`src/rtl/window_gen3x3_if.sv`:
```
// Pixel-in / window-out handshake bundle for window_gen3x3.
// master: pixel source plus window consumer side. slave: the window generator.
interface window_gen3x3_if #(
    parameter int input_width = 8
);
    logic [input_width-1:0]   pix_data;
    logic                     pix_valid;
    logic                     pix_ready;
    logic [9*input_width-1:0] win_data;
    logic                     win_valid;
    logic                     win_ready;
    logic                     win_last;
    logic [15:0]              frame_cnt;

    modport master (
        output pix_data, pix_valid, win_ready,
        input  pix_ready, win_data, win_valid, win_last, frame_cnt
    );

    modport slave (
        input  pix_data, pix_valid, win_ready,
        output pix_ready, win_data, win_valid, win_last, frame_cnt
    );
endinterface

```
`src/rtl/window_gen3x3.sv`:
```
// Streaming 3x3 sliding-window generator ("valid" windows, no padding).
// Raster pixels go into three rotating row memories; each accepted pixel
// shifts a new column {row r-2, row r-1, incoming pixel} into a 3x3 window.
// Windows ending at (r>=2, c>=2) are presented through one output register.
// Optional feature macro: WINDOW_GEN_FRAME_CNT_EN enables the 16-bit
// completed-frame counter; without it frame_cnt is tied to zero.
module window_gen3x3 #(
    parameter int input_width = 8,
    parameter int im_dim      = 28
) (
    input  logic            clk_i,
    input  logic            rst_i,
    window_gen3x3_if.slave  bus
);
    localparam int W  = input_width;
    localparam int CW = (im_dim > 1) ? $clog2(im_dim) : 1;
    localparam logic [CW-1:0] LAST = CW'(im_dim - 1);

    typedef enum logic {FILL, STREAM} state_t;

    state_t              state;
    logic [CW-1:0]       c;
    logic [CW-1:0]       r;
    logic [2:0]          sel;      // one-hot: memory that receives row r
    logic [2:0]          sel_m1;   // memory holding row r-1
    logic [2:0]          sel_m2;   // memory holding row r-2

    logic [W-1:0]        mem0 [im_dim];
    logic [W-1:0]        mem1 [im_dim];
    logic [W-1:0]        mem2 [im_dim];

    logic [9*W-1:0]      sh;       // working window, slice 3*i+j = row i, col j
    logic [9*W-1:0]      win_next;
    logic [W-1:0]        top;
    logic [W-1:0]        mid;

    logic                accept;
    logic                emit;
    logic                row_end;
    logic                frame_end;

    logic                win_vld_p0;
    logic                win_last_p0;
    logic [9*W-1:0]      win_data_p0;

    assign bus.pix_ready = !win_vld_p0 || bus.win_ready;
    assign bus.win_valid = win_vld_p0;
    assign bus.win_last  = win_last_p0;
    assign bus.win_data  = win_data_p0;

    assign accept    = bus.pix_valid && bus.pix_ready;
    assign row_end   = (c == LAST);
    assign frame_end = row_end && (r == LAST);
    assign emit      = accept && (state == STREAM) && (c >= CW'(2));

    // Older rows are found by rotating the write pointer; read in the accept cycle
    always_comb begin
        sel_m1 = {sel[0], sel[2:1]};
        sel_m2 = {sel[1:0], sel[2]};
        top = ({W{sel_m2[0]}} & mem0[c]) | ({W{sel_m2[1]}} & mem1[c]) |
              ({W{sel_m2[2]}} & mem2[c]);
        mid = ({W{sel_m1[0]}} & mem0[c]) | ({W{sel_m1[1]}} & mem1[c]) |
              ({W{sel_m1[2]}} & mem2[c]);
        win_next = '0;
        for (int i = 0; i < 3; i++) begin
            win_next[(3*i)*W   +: W] = sh[(3*i+1)*W +: W];
            win_next[(3*i+1)*W +: W] = sh[(3*i+2)*W +: W];
        end
        win_next[2*W +: W] = top;
        win_next[5*W +: W] = mid;
        win_next[8*W +: W] = bus.pix_data;
    end

    // Row memories: store the incoming pixel at its column in row r's memory
    always_ff @(posedge clk_i) begin
        if (accept) begin
            if (sel[0]) mem0[c] <= bus.pix_data;
            if (sel[1]) mem1[c] <= bus.pix_data;
            if (sel[2]) mem2[c] <= bus.pix_data;
        end
    end

    // Working window shifts left on every accepted pixel; columns 0,1 refill it
    always_ff @(posedge clk_i) begin
        if (accept) begin
            sh <= win_next;
        end
    end

    // Row/column bookkeeping, FILL/STREAM state and the output register (p0)
    always_ff @(posedge clk_i) begin
        if (rst_i) begin
            state       <= FILL;
            c           <= '0;
            r           <= '0;
            sel         <= 3'b001;
            win_vld_p0  <= 1'b0;
            win_last_p0 <= 1'b0;
            win_data_p0 <= '0;
        end else begin
            if (accept) begin
                if (row_end) begin
                    c <= '0;
                    if (frame_end) begin
                        r   <= '0;
                        sel <= 3'b001;
                    end else begin
                        r   <= r + 1'b1;
                        sel <= {sel[1:0], sel[2]};
                    end
                end else begin
                    c <= c + 1'b1;
                end
                case (state)
                    FILL:    if (row_end && (r == CW'(1))) state <= STREAM;
                    STREAM:  if (frame_end) state <= FILL;
                    default: state <= FILL;
                endcase
                win_vld_p0  <= emit;
                win_last_p0 <= emit && frame_end;
                if (emit) begin
                    win_data_p0 <= win_next;
                end
            end else if (bus.win_ready) begin
                win_vld_p0  <= 1'b0;
                win_last_p0 <= 1'b0;
            end
        end
    end

`ifdef WINDOW_GEN_FRAME_CNT_EN
    logic [15:0] frame_cnt_q;

    // A frame counts as complete when its final window is taken downstream
    always_ff @(posedge clk_i) begin
        if (rst_i) begin
            frame_cnt_q <= '0;
        end else if (win_vld_p0 && bus.win_ready && win_last_p0) begin
            frame_cnt_q <= frame_cnt_q + 16'd1;
        end
    end

    assign bus.frame_cnt = frame_cnt_q;
`else
    assign bus.frame_cnt = '0;
`endif
endmodule

```
`src/flat_wrapper.sv`:
```
// flat-port wrapper written by rule: the top's interface ports become plain ports
module window_gen3x3_flat 
#(
    parameter int input_width = 8,
    parameter int im_dim      = 28
)
  (clk_i, rst_i, bus_pix_data, bus_pix_valid, bus_win_ready, bus_pix_ready, bus_win_data, bus_win_valid, bus_win_last, bus_frame_cnt);
  window_gen3x3_if #(.input_width(input_width)) bus_i ();
  input  logic clk_i;
  input  logic rst_i;
  input wire logic [$bits(bus_i.pix_data)-1:0] bus_pix_data;
  input wire logic [$bits(bus_i.pix_valid)-1:0] bus_pix_valid;
  input wire logic [$bits(bus_i.win_ready)-1:0] bus_win_ready;
  output wire logic [$bits(bus_i.pix_ready)-1:0] bus_pix_ready;
  output wire logic [$bits(bus_i.win_data)-1:0] bus_win_data;
  output wire logic [$bits(bus_i.win_valid)-1:0] bus_win_valid;
  output wire logic [$bits(bus_i.win_last)-1:0] bus_win_last;
  output wire logic [$bits(bus_i.frame_cnt)-1:0] bus_frame_cnt;
  assign bus_i.pix_data = bus_pix_data;
  assign bus_i.pix_valid = bus_pix_valid;
  assign bus_i.win_ready = bus_win_ready;
  assign bus_pix_ready = bus_i.pix_ready;
  assign bus_win_data = bus_i.win_data;
  assign bus_win_valid = bus_i.win_valid;
  assign bus_win_last = bus_i.win_last;
  assign bus_frame_cnt = bus_i.frame_cnt;
  window_gen3x3 #(.input_width(input_width), .im_dim(im_dim)) u_core (.clk_i(clk_i), .rst_i(rst_i), .bus(bus_i));
endmodule
```
`config.mk`:
```
export PLATFORM = sky130hd
export DESIGN_NAME = window_gen3x3_flat
export DESIGN_NICKNAME = d
export VERILOG_FILES = /design/src/rtl/window_gen3x3_if.sv /design/src/rtl/window_gen3x3.sv /design/src/flat_wrapper.sv
export SDC_FILE = /design/constraint.sdc
export NUM_CORES = 1
export LEC_CHECK = 0
export CORE_AREA = 4 4 362 364
export CTS_CLUSTER_SIZE = 24
export DETAILED_ROUTE_END_ITERATION = 10
export DIE_AREA = 0 0 366 368
export PLACE_DENSITY = 0.51
export SYNTH_ARGS = -nofsm -noshare
export SYNTH_HDL_FRONTEND = slang
export SYNTH_SLANG_ARGS = --single-unit
```
`constraint.sdc`:
```
create_clock -name clk_i -period 2.8 [get_ports clk_i]
set_input_delay 0.56 -clock clk_i [delete_from_list [all_inputs] [get_ports clk_i]]
set_output_delay 0.56 -clock clk_i [all_outputs]
set_load 0.01 [all_outputs]
```
==> impl_metrics.toml, run 1 <==
[outcome]
status = "finished clean"

[logic_synthesis]
yosysWarnings = 0
synth_top_cells_by_area = "edfxtp_1 68%, mux2i_1 8.1%, dfxtp_1 5.9%"
synth_top_area_share = 0.680
yosys.cell_count.top_type = "edfxtp_1"
netlist_instances = 2001
async_reset_ff_frac = 0
synthDistinctLibCells = 43
synth-seq-cells = 813
ys_top_cells_by_count = "720 x edfxtp_1, 258 x mux2i_1, 224 x nand2_1"
synth_flop_cell = "edfxtp_1"
syn_area_sq_um = 31800
syn_avg_cell_area_sq_um = 15.9
ys_seq_area_frac = 0.739
yosysTopAreaCell = "edfxtp_1"
synth_edf_count = 720

[routing]
dr.first_iter.drc_count = 1750
drt_wl_total_microns = 86900
drc = 0
drtAntennaViolNets = 0
drtPass1Iterations = 5
wl_per_cell_microns = 21.9
vias = 18197
via_per_inst = 4.58

[timing]
slew_violations = 0
relSlewSlack = 0.440
post-route-period-util = 0.980
fin_worst_skew_ps = 43.0
hold_slack_ps = 386
hold_violations = 0
rsz0062_at_grt = "no"
tns_ps = 0
max_freq_ghz = 0.365
worst_pin_slew_ps = 840
fin_crit_ps = 2740
finalSetupViolCount = 0
timing.final.ws_setup_ps = 57.0

[final_layout]
drive_above_1_share = 0.179
register_area_sq_um = 23500
area_growth_pct = 21.4
nFillCells = 12379
final_nets = 2262
fin_cells = 3973
multi_input_area_sq_um = 7550

[critical_path]
cpPeakStageDelay_ps = 470
timing_worst_setup_path_type = "register to register"
worst_r2r_endpoint = "u_core.sh[21]"
path_max_fanout = 38
crit_top_cell = "a22oi_1"
regToRegSetupSlack_ps = 60
cp-endpoint = "u_core.sh[21]"
cp_cell_sequence = "buf_12 > buf_16 > mux2i_1 > a22oi_1 > a21oi_1 > buf_4 > a311oi_2 > a22oi_1 > nand2_1"
cp-end-kind = "register"
start_kind = "register"
cp.arrival_ps = 3100
cp.required_ps = 3160
cp_slowest_cell = "dfxtp_4"
rr_worst_depth = 9

[clocking]
clock_latency_ps = 660
holdBufCountCts = 0
cts.sinks = 813
cts-root-buf = "clkbuf_16"
cts_setup_buffers = 0
cts.htree.levels = 3
cts_tree = "done"
cts_buffer_depth = 3
cts_made_buffers = 82
clkTransAtPathRegs_ps = 60

[placed_design]
dp_hpwl_microns = 58900
gp_congestion = 0.863
dpl_worst_slack_ps = 45.8
io_buffers = 86
dp_cells = 3822

[power_and_ir_drop]
vdd_drop_max_mv = 0.389
p_leak_nw = 12.2
power_w = 0.0258
powerDensity_nw_per_um2 = 670

[global_routing]
overflow = 0
groute.usage.overall = 0.125
antenna_found_initial = 0
grt_pass1_wl_microns = 127000
grt_pass1_vias = 18445
grt_max_degree = 64

[floorplanning]
rows = 131
start_util = 0.250
core-area_sq_um = 127000
die_h_microns = 368
die_w_microns = 366
io_pins = 103
dieArea_sq_um = 135000

[run]
maxCapViolations = 0

[hold_path]
min_path_type = "input port to register"
hold_depth = 1
critical path, delay by kind of cell, from the launching register on:
family / cells / cell delay [ps]
buf+inv: 3 / 680
compound gates: 4 / 810
simple gates: 1 / 170
mux: 1 / 260
flops: 1 / 470
sequential cells by signal, indices dropped and copies added (netlist names), named ones only:
name,count
u_core.r,5
u_core.mem2,224
u_core.sel,3
u_core.bus.win_last,1
u_core.state,1
u_core.bus.win_data,72
u_core.bus.win_valid,1
u_core.sh,48
u_core.mem0,224
u_core.mem1,224
u_core.c,5
per-layer routing:
metal | global-route usage | part of all wire | vias up
li1 | - | - | 8134
met1 | 0.172 | 0.45 | 9397
met2 | 0.204 | 0.47 | 543
met3 | 0.0241 | 0.056 | 123
met4 | 0.0323 | 0.024 | 0
met5 | 0 | 0 | -
power by group:
part | leakage [nW] | switching [W] | internal [W]
logic | 3.57 | 0.000839 | 0.000450
clock network | 1.35 | 0.00471 | 0.00653
registers | 7.26 | 0.0000435 | 0.0133
total | 12.2 | 0.00559 | 0.0202
cell families after synthesis:
family,count (synthesis),synth area share
mux,306,0.112
flops,813,0.739
other cells,1,0.000118
simple gates,422,0.0549
fa+ha+maj,6,0.00236
buf+inv,148,0.0280
compound gates,305,0.0634
worst min-delay path by stage:
stage | endpoint | start | slack [ps]
after floorplan | u_core.sh[10] | u_core.sh[18] | 430
after global placement | u_core.sh[63] | u_core.sh[71] | 430
after detailed placement | u_core.sh[62] | u_core.sh[70] | 430
after CTS | u_core.mem2[14][4] | bus_pix_data[4] | 360
after global routing | u_core.mem2[14][4] | bus_pix_data[4] | 370
final | u_core.mem1[4][6] | bus_pix_data[6] | 390
stage by stage:
step / utilization / area [sq um]
after detailed placement: 0.281 / 35700
after floorplan: - / 31800
after global routing: 0.303 / 38600
after global placement: 0.281 / 35700
after CTS: 0.302 / 38500
final: 0.303 / 38600
repair_timing:
item	CTS	global route
resized for setup	0	8
endpoints found under the setup margin	0	11
hold endpoints to repair	0	0
cell usage in the layout (no fill, tap or decap), drive strengths merged, types with 2 or more instances in the layout:
cell type	count
mux2i	258
or3	3
clkinv	27
bufinv	9
nand2	224
a311oi	25
nor3	4
clkbuf	104
a22oi	112
o21ai	17
nor2	112
clkdlybuf4s50	77
ha	6
nand3	50
buf	210
clkinvlp	5
dfxtp	93
edfxtp	720
inv	10
and2	5
o211ai	16
mux2	8
conb	16
nor2b	14
mux4	40
a21oi	131
nand2b	2
area by class of cell:
class,instances,share of cell area
diodes,1,0.0000649
clock buffers,104,0.0577
clock inverters,46,0.0143
inverters,5,0.000486
multi-input cells,1055,0.196
flip-flops and latches,813,0.609
well taps,1662,0.0539
repair buffers,287,0.0689
Power figures use the tool's default switching activity.
==> run 2, diff against run 1 <==
ABC_AREA = 1   (was not set)
CORE_AREA = 4 4 371 373   (was 4 4 362 364)
DIE_AREA = 0 0 375 377   (was 0 0 366 368)
SLEW_MARGIN = 20   (was not set)
==> impl_metrics.toml, run 2 <==
[global_routing]
grt_max_degree = 82
antenna_found_initial = 5
grt_pass1_wl_microns = 136000
grtUsageMet3 = 0.0225
groute.usage.overall = 0.126
grt_pass1_vias = 21523
top_usage_layer = "met2"
use_met2 = 0.204
overflow = 0
met1_usage = 0.169

[run]
maxCapViolations = 0

[timing]
worst_pin_slew_ps = 696
post-route-period-util = 0.853
relSlewSlack = 0.536
finalSetupViolCount = 0
max_freq_ghz = 0.419
slew_violations = 0
rsz0062_at_grt = "no"
hold_slack_ps = 351
fin_crit_ps = 2390
tns_ps = 0
hold_violations = 0
fin_worst_skew_ps = 26.2

[logic_synthesis]
synth_edf_count = 720
netlist_instances = 3119
syn_area_sq_um = 33500
synth_top_area_share = 0.646
synthDistinctLibCells = 29
synth_flop_cell = "edfxtp_1"
yosys.cell_count.top_type = "nand2_1"
ys_top_cells_by_count = "872 x nand2_1, 720 x edfxtp_1, 443 x nor2_1"
synth_top_family_by_area = "simple AND/OR/NAND/NOR gates"
async_reset_ff_frac = 0
yosysTopAreaCell = "edfxtp_1"
ys_seq_area_frac = 0.702
yosysWarnings = 0
synthAdderAreaFrac = 0.00224
synth_compound_area_frac = 0.0357
synthXorXnorAreaFrac = 0.000523
synth_top_cells_by_area = "edfxtp_1 65%, nand2_1 9.8%, dfxtp_1 5.6%"
synthMuxAreaShare = 0
synth-seq-cells = 813
synthSimpleGateAreaFrac = 0.205
syn_avg_cell_area_sq_um = 10.7

[power_and_ir_drop]
pwr-share-comb = 0.074
vdd_drop_max_mv = 0.402
p_int_w = 0.0204
switching_share = 0.233
powerDensity_nw_per_um2 = 668
power.switching_w = 0.00619
p_leak_nw = 14.8
seq_power_share = 0.502
power_w = 0.0266
clock_power_share = 0.425

[hold_path]
min_path_type = "input port to register"
worstHoldEndpoint = "u_core.mem0[12][6]"
worstHoldStart = "bus_pix_data[6]"
hold_depth = 1

[routing]
drtPass1Iterations = 5
drtAntennaViolNets = 0
dr.first_iter.drc_count = 1739
via_per_inst = 4.32
vias = 22161
drt_wl_total_microns = 91000
drc = 0
wl_per_cell_microns = 17.8

[clocking]
clock_latency_ps = 640
cts.sinks = 813
cts_made_buffers = 87
clkTransAtPathRegs_ps = 60
cts_setup_buffers = 0
cts_tree = "done"
cts_buffer_depth = 3
holdBufCountCts = 0
cts-root-buf = "clkbuf_16"
cts_resized = 0
cts.htree.levels = 3

[critical_path]
cp.arrival_ps = 2750
regToRegSetupSlack_ps = 410
worst_r2r_endpoint = "u_core.sh[42]"
cpPeakStageDelay_ps = 390
path_max_fanout = 38
cp_cell_sequence = "inv_8 > buf_4 > nand2_1 > nand3_1 > nand2_1 > nand2_1 > nand3_1 > nand3_1 > nand2_1 > nand2_1 > nand3_2"
cp.required_ps = 3160
timing_worst_setup_path_type = "register to register"
crit_buf_inv = 2
crit_top_cell = "nand2_1"
rr_worst_depth = 11
cp-end-kind = "register"
cp_slowest_cell = "dfxtp_4"
start_kind = "register"
cp_top_family = "simple AND/OR/NAND/NOR gates"

[floorplanning]
rows = 135
start_util = 0.249
core-area_sq_um = 135000
die_h_microns = 377
io_pins = 103
die_w_microns = 375
dieArea_sq_um = 141000

[final_layout]
final_common_cell = "nand2_1"
final_cell_mix = "871 x nand2_1, 720 x edfxtp_1, 443 x nor2_1, 347 x nand3_1, 181 x inv_1"
drive_above_1_share = 0.0964
nFillCells = 13811
largestRegisters = "u_core.mem0 x224, u_core.mem1 x224, u_core.mem2 x224"
final_nets = 3290
area_growth_pct = 19.0

[placed_design]
dp_hpwl_microns = 56400
gp_congestion = 0.814
io_buffers = 86

[outcome]
status = "finished clean"
run 2: cell type report:
cell class,instances,area [sq um],area share
antenna,3,7.51,0.000188
clock buffer,119,2500,0.0627
inverter,190,724,0.0182
sequential,813,23500,0.590
tap,1781,2230,0.0559
clock inverter,39,323,0.00810
timing repair buffer,245,2330,0.0586
multi-input combinational,1935,8220,0.206
run 2: cells by family (layout without fill, tap and decap cells):
logic type / count (synthesis) / after routing
xor+xnor: 2 / 2
fa+ha+maj: 6 / 6
flops: 813 / 813
buf+inv: 386 / 593
other cells: 1 / 19
compound gates: 223 / 223
simple gates: 1688 / 1688
run 2: worst register-to-register path: stages (launching register included):
cell and delay [ps]:
dfxtp_4 390, inv_8 270, buf_4 280, nand2_1 80, nand3_1 90, nand2_1 70
nand2_1 50, nand3_1 160, nand3_1 240, nand2_1 220, nand2_1 140, nand3_2 130
run 2: power groups by stage:
stage | clock network (W) | logic [W] | registers [W]
2_1_floorplan | 0 | 0.00114 | 0.0136
3_3_place_gp | 0 | 0.00197 | 0.0136
3_5_place_dp | 0 | 0.00198 | 0.0136
4_1_cts | 0.0116 | 0.00198 | 0.0133
5_1_grt | 0.0121 | 0.00216 | 0.0133
6_report | 0.0113 | 0.00196 | 0.0133
run 2: worst max-delay path by stage:
stage / from / end / slack, ps / depth (start not counted)
floorplan: bus_win_ready / u_core.mem0[10][0] / 100 / 7
global placement: bus_win_ready / u_core.sel[0] / 290 / 11
detailed placement: bus_win_ready / u_core.mem2[16][3] / 300 / 9
CTS: bus_win_ready / bus_pix_ready / 450 / 4
global route: register / u_core.bus.win_data[18] / 290 / 11
finish: register / u_core.sh[42] / 410 / 11
run 2: metal layers:
layer	wire length [microns]	vias up
met1	41000	10671
met2	41900	606
met4	2640	4
li1	-	10750
met5	26	-
met3	5450	130
run 2: per-stage QoR:
stage / instances / util / worst slack (ps) / area [sq um]
2_1_floorplan: 3134 / - / 104 / 33500
3_3_place_gp: 4964 / 0.275 / 293 / 37000
3_5_place_dp: 4964 / 0.275 / 303 / 37000
4_1_cts: 5122 / 0.296 / 453 / 39800
5_1_grt: 5122 / 0.296 / 291 / 39800
6_report: 5125 / 0.296 / 411 / 39800
==> run 3, diff against run 2 <==
CORE_AREA = 2 2 369 371   (was 4 4 371 373)
DIE_AREA = 0 0 371 373   (was 0 0 375 377)
PLACE_DENSITY = 0.5   (was 0.51)
clock period = 2.4 ns   (was 2.8 ns; I/O delays follow)
==> impl_metrics.toml, run 3 (synthesized netlist as in run 2, its figures left out) <==
[outcome]
status = "finished clean"

[timing]
relSlewSlack = 0.554
fin_worst_skew_ps = 40.1
fin_crit_ps = 2240
worst_pin_slew_ps = 669
slew_violations = 0
post-route-period-util = 0.933
hold_violations = 0
rsz0062_at_grt = "no"
max_freq_ghz = 0.446
finalSetupViolCount = 0
tns_ps = 0

[routing]
drt_wl_total_microns = 93600
wl_per_cell_microns = 18.0
drtAntennaViolNets = 0
drtPass1Iterations = 5
via_per_inst = 4.35
vias = 22558
drc = 0
dr.first_iter.drc_count = 1787

[final_layout]
final_cell_mix = "871 x nand2_1, 720 x edfxtp_1, 443 x nor2_1, 347 x nand3_1, 181 x inv_1"
drive_above_1_share = 0.109
largestRegisters = "u_core.mem0 x224, u_core.mem1 x224, u_core.mem2 x224"
area_growth_pct = 21.1
register_area_sq_um = 23500
multi_input_area_sq_um = 8220
fin_util = 0.301
final_common_cell = "nand2_1"
final_nets = 3345
nFillCells = 13813
fin_cells = 5185
finalInstanceArea_sq_um = 40500

[floorplanning]
io_pins = 103
rows = 135
dieArea_sq_um = 138000
die_w_microns = 371
core-area_sq_um = 135000
die_h_microns = 373
start_util = 0.249

[placed_design]
dpl_cell_area_sq_um = 37600
dp_cells = 5012
dp_hpwl_microns = 58600
gp_congestion = 0.796
io_buffers = 86

[clocking]
clkTransAtPathRegs_ps = 60
cts_tree = "done"
cts.htree.levels = 3
cts-root-buf = "clkbuf_16"
clock_latency_ps = 660
cts_made_buffers = 90
cts.sinks = 813
cts_buffer_depth = 3
holdBufCountCts = 0

[power_and_ir_drop]
powerDensity_nw_per_um2 = 772
vdd_drop_max_mv = 0.547
power_w = 0.0313
p_leak_nw = 15.2

[critical_path]
cp.required_ps = 2980
regToRegSetupSlack_ps = 160
cp-end-kind = "register"
path_max_fanout = 34
start_kind = "register"
timing_worst_setup_path_type = "register to register"
cp.arrival_ps = 2820

[global_routing]
grt_max_degree = 90
grt_pass1_vias = 21801
groute.usage.overall = 0.132
antenna_found_initial = 2
overflow = 0
grt_pass1_wl_microns = 141000

[hold_path]
min_path_type = "input port to register"

[run]
maxCapViolations = 0
## run 3: cell count changes in the layout (fill, tap and decap cells not counted), sizes merged
cell,change
clkbuf,+7
clkinvlp,+1
clkinv,+4
diode,-2
buf,+51
bufinv,-1
## run 3: final cells by class
class | instances | area share
well taps | 1781 | 0.0550
clock buffers | 125 | 0.0622
inverters | 190 | 0.0180
flip-flops and latches | 813 | 0.580
clock inverters | 43 | 0.00812
repair buffers | 297 | 0.0743
diodes | 1 | 0.0000617
multi-input cells | 1935 | 0.203
## run 3: repair_timing
action                                  4_1_cts  5_1_grt
buffers inserted                              0        3
endpoints found under the setup margin        0        6
resized for setup                             0        1
## run 3: final timing paths
kind | start | endpoint | cells past startpoint
worst max register to register | register | u_core.bus.win_data[44] | 15
worst min register to register | u_core.sh[20] | u_core.sh[12] | 0
worst max-delay path | register | u_core.bus.win_data[44] | 15
worst min-delay path | bus_pix_data[6] | u_core.mem2[27][6] | 1
## run 3: metrics by stage
stage                     hold WS (ps)  setup WS (ps)
final                              248            160
after global placement             429           11.6
after CTS                          216            112
after detailed placement           429           6.72
after floorplan                    421           18.8
after global routing               252          0.653
## run 3: where the power goes
group	leakage, nW	total (W)	internal (W)	switching [W]
clock	1.38	0.0133	0.00768	0.00561
sequential	7.27	0.0156	0.0155	0.0000529
combinational	6.51	0.00244	0.000710	0.00173
total	15.2	0.0313	0.0239	0.00740
## run 3: worst max-delay path, cell delays in order (launching register included)
cell and delay, ps:
dfxtp_4 420, buf_12 170, buf_12 200, buf_4 150, nand2_1 50, nand2_1 60
nand2_1 40, nand3_1 80, nand2_1 70, nand2_1 70, nand3_1 150, nand2_1 280
nand2_1 110, nand3_2 120, nor2_1 50, nor2_1 110
## run 3: routing by layer
layer  vias up  global-route usage  share of wire
li1      10865                   -              -
met1     11027               0.187           0.47
met2       547               0.212           0.46
met3       115              0.0171          0.049
met4         4              0.0367          0.021
met5         -                   0        0.00025
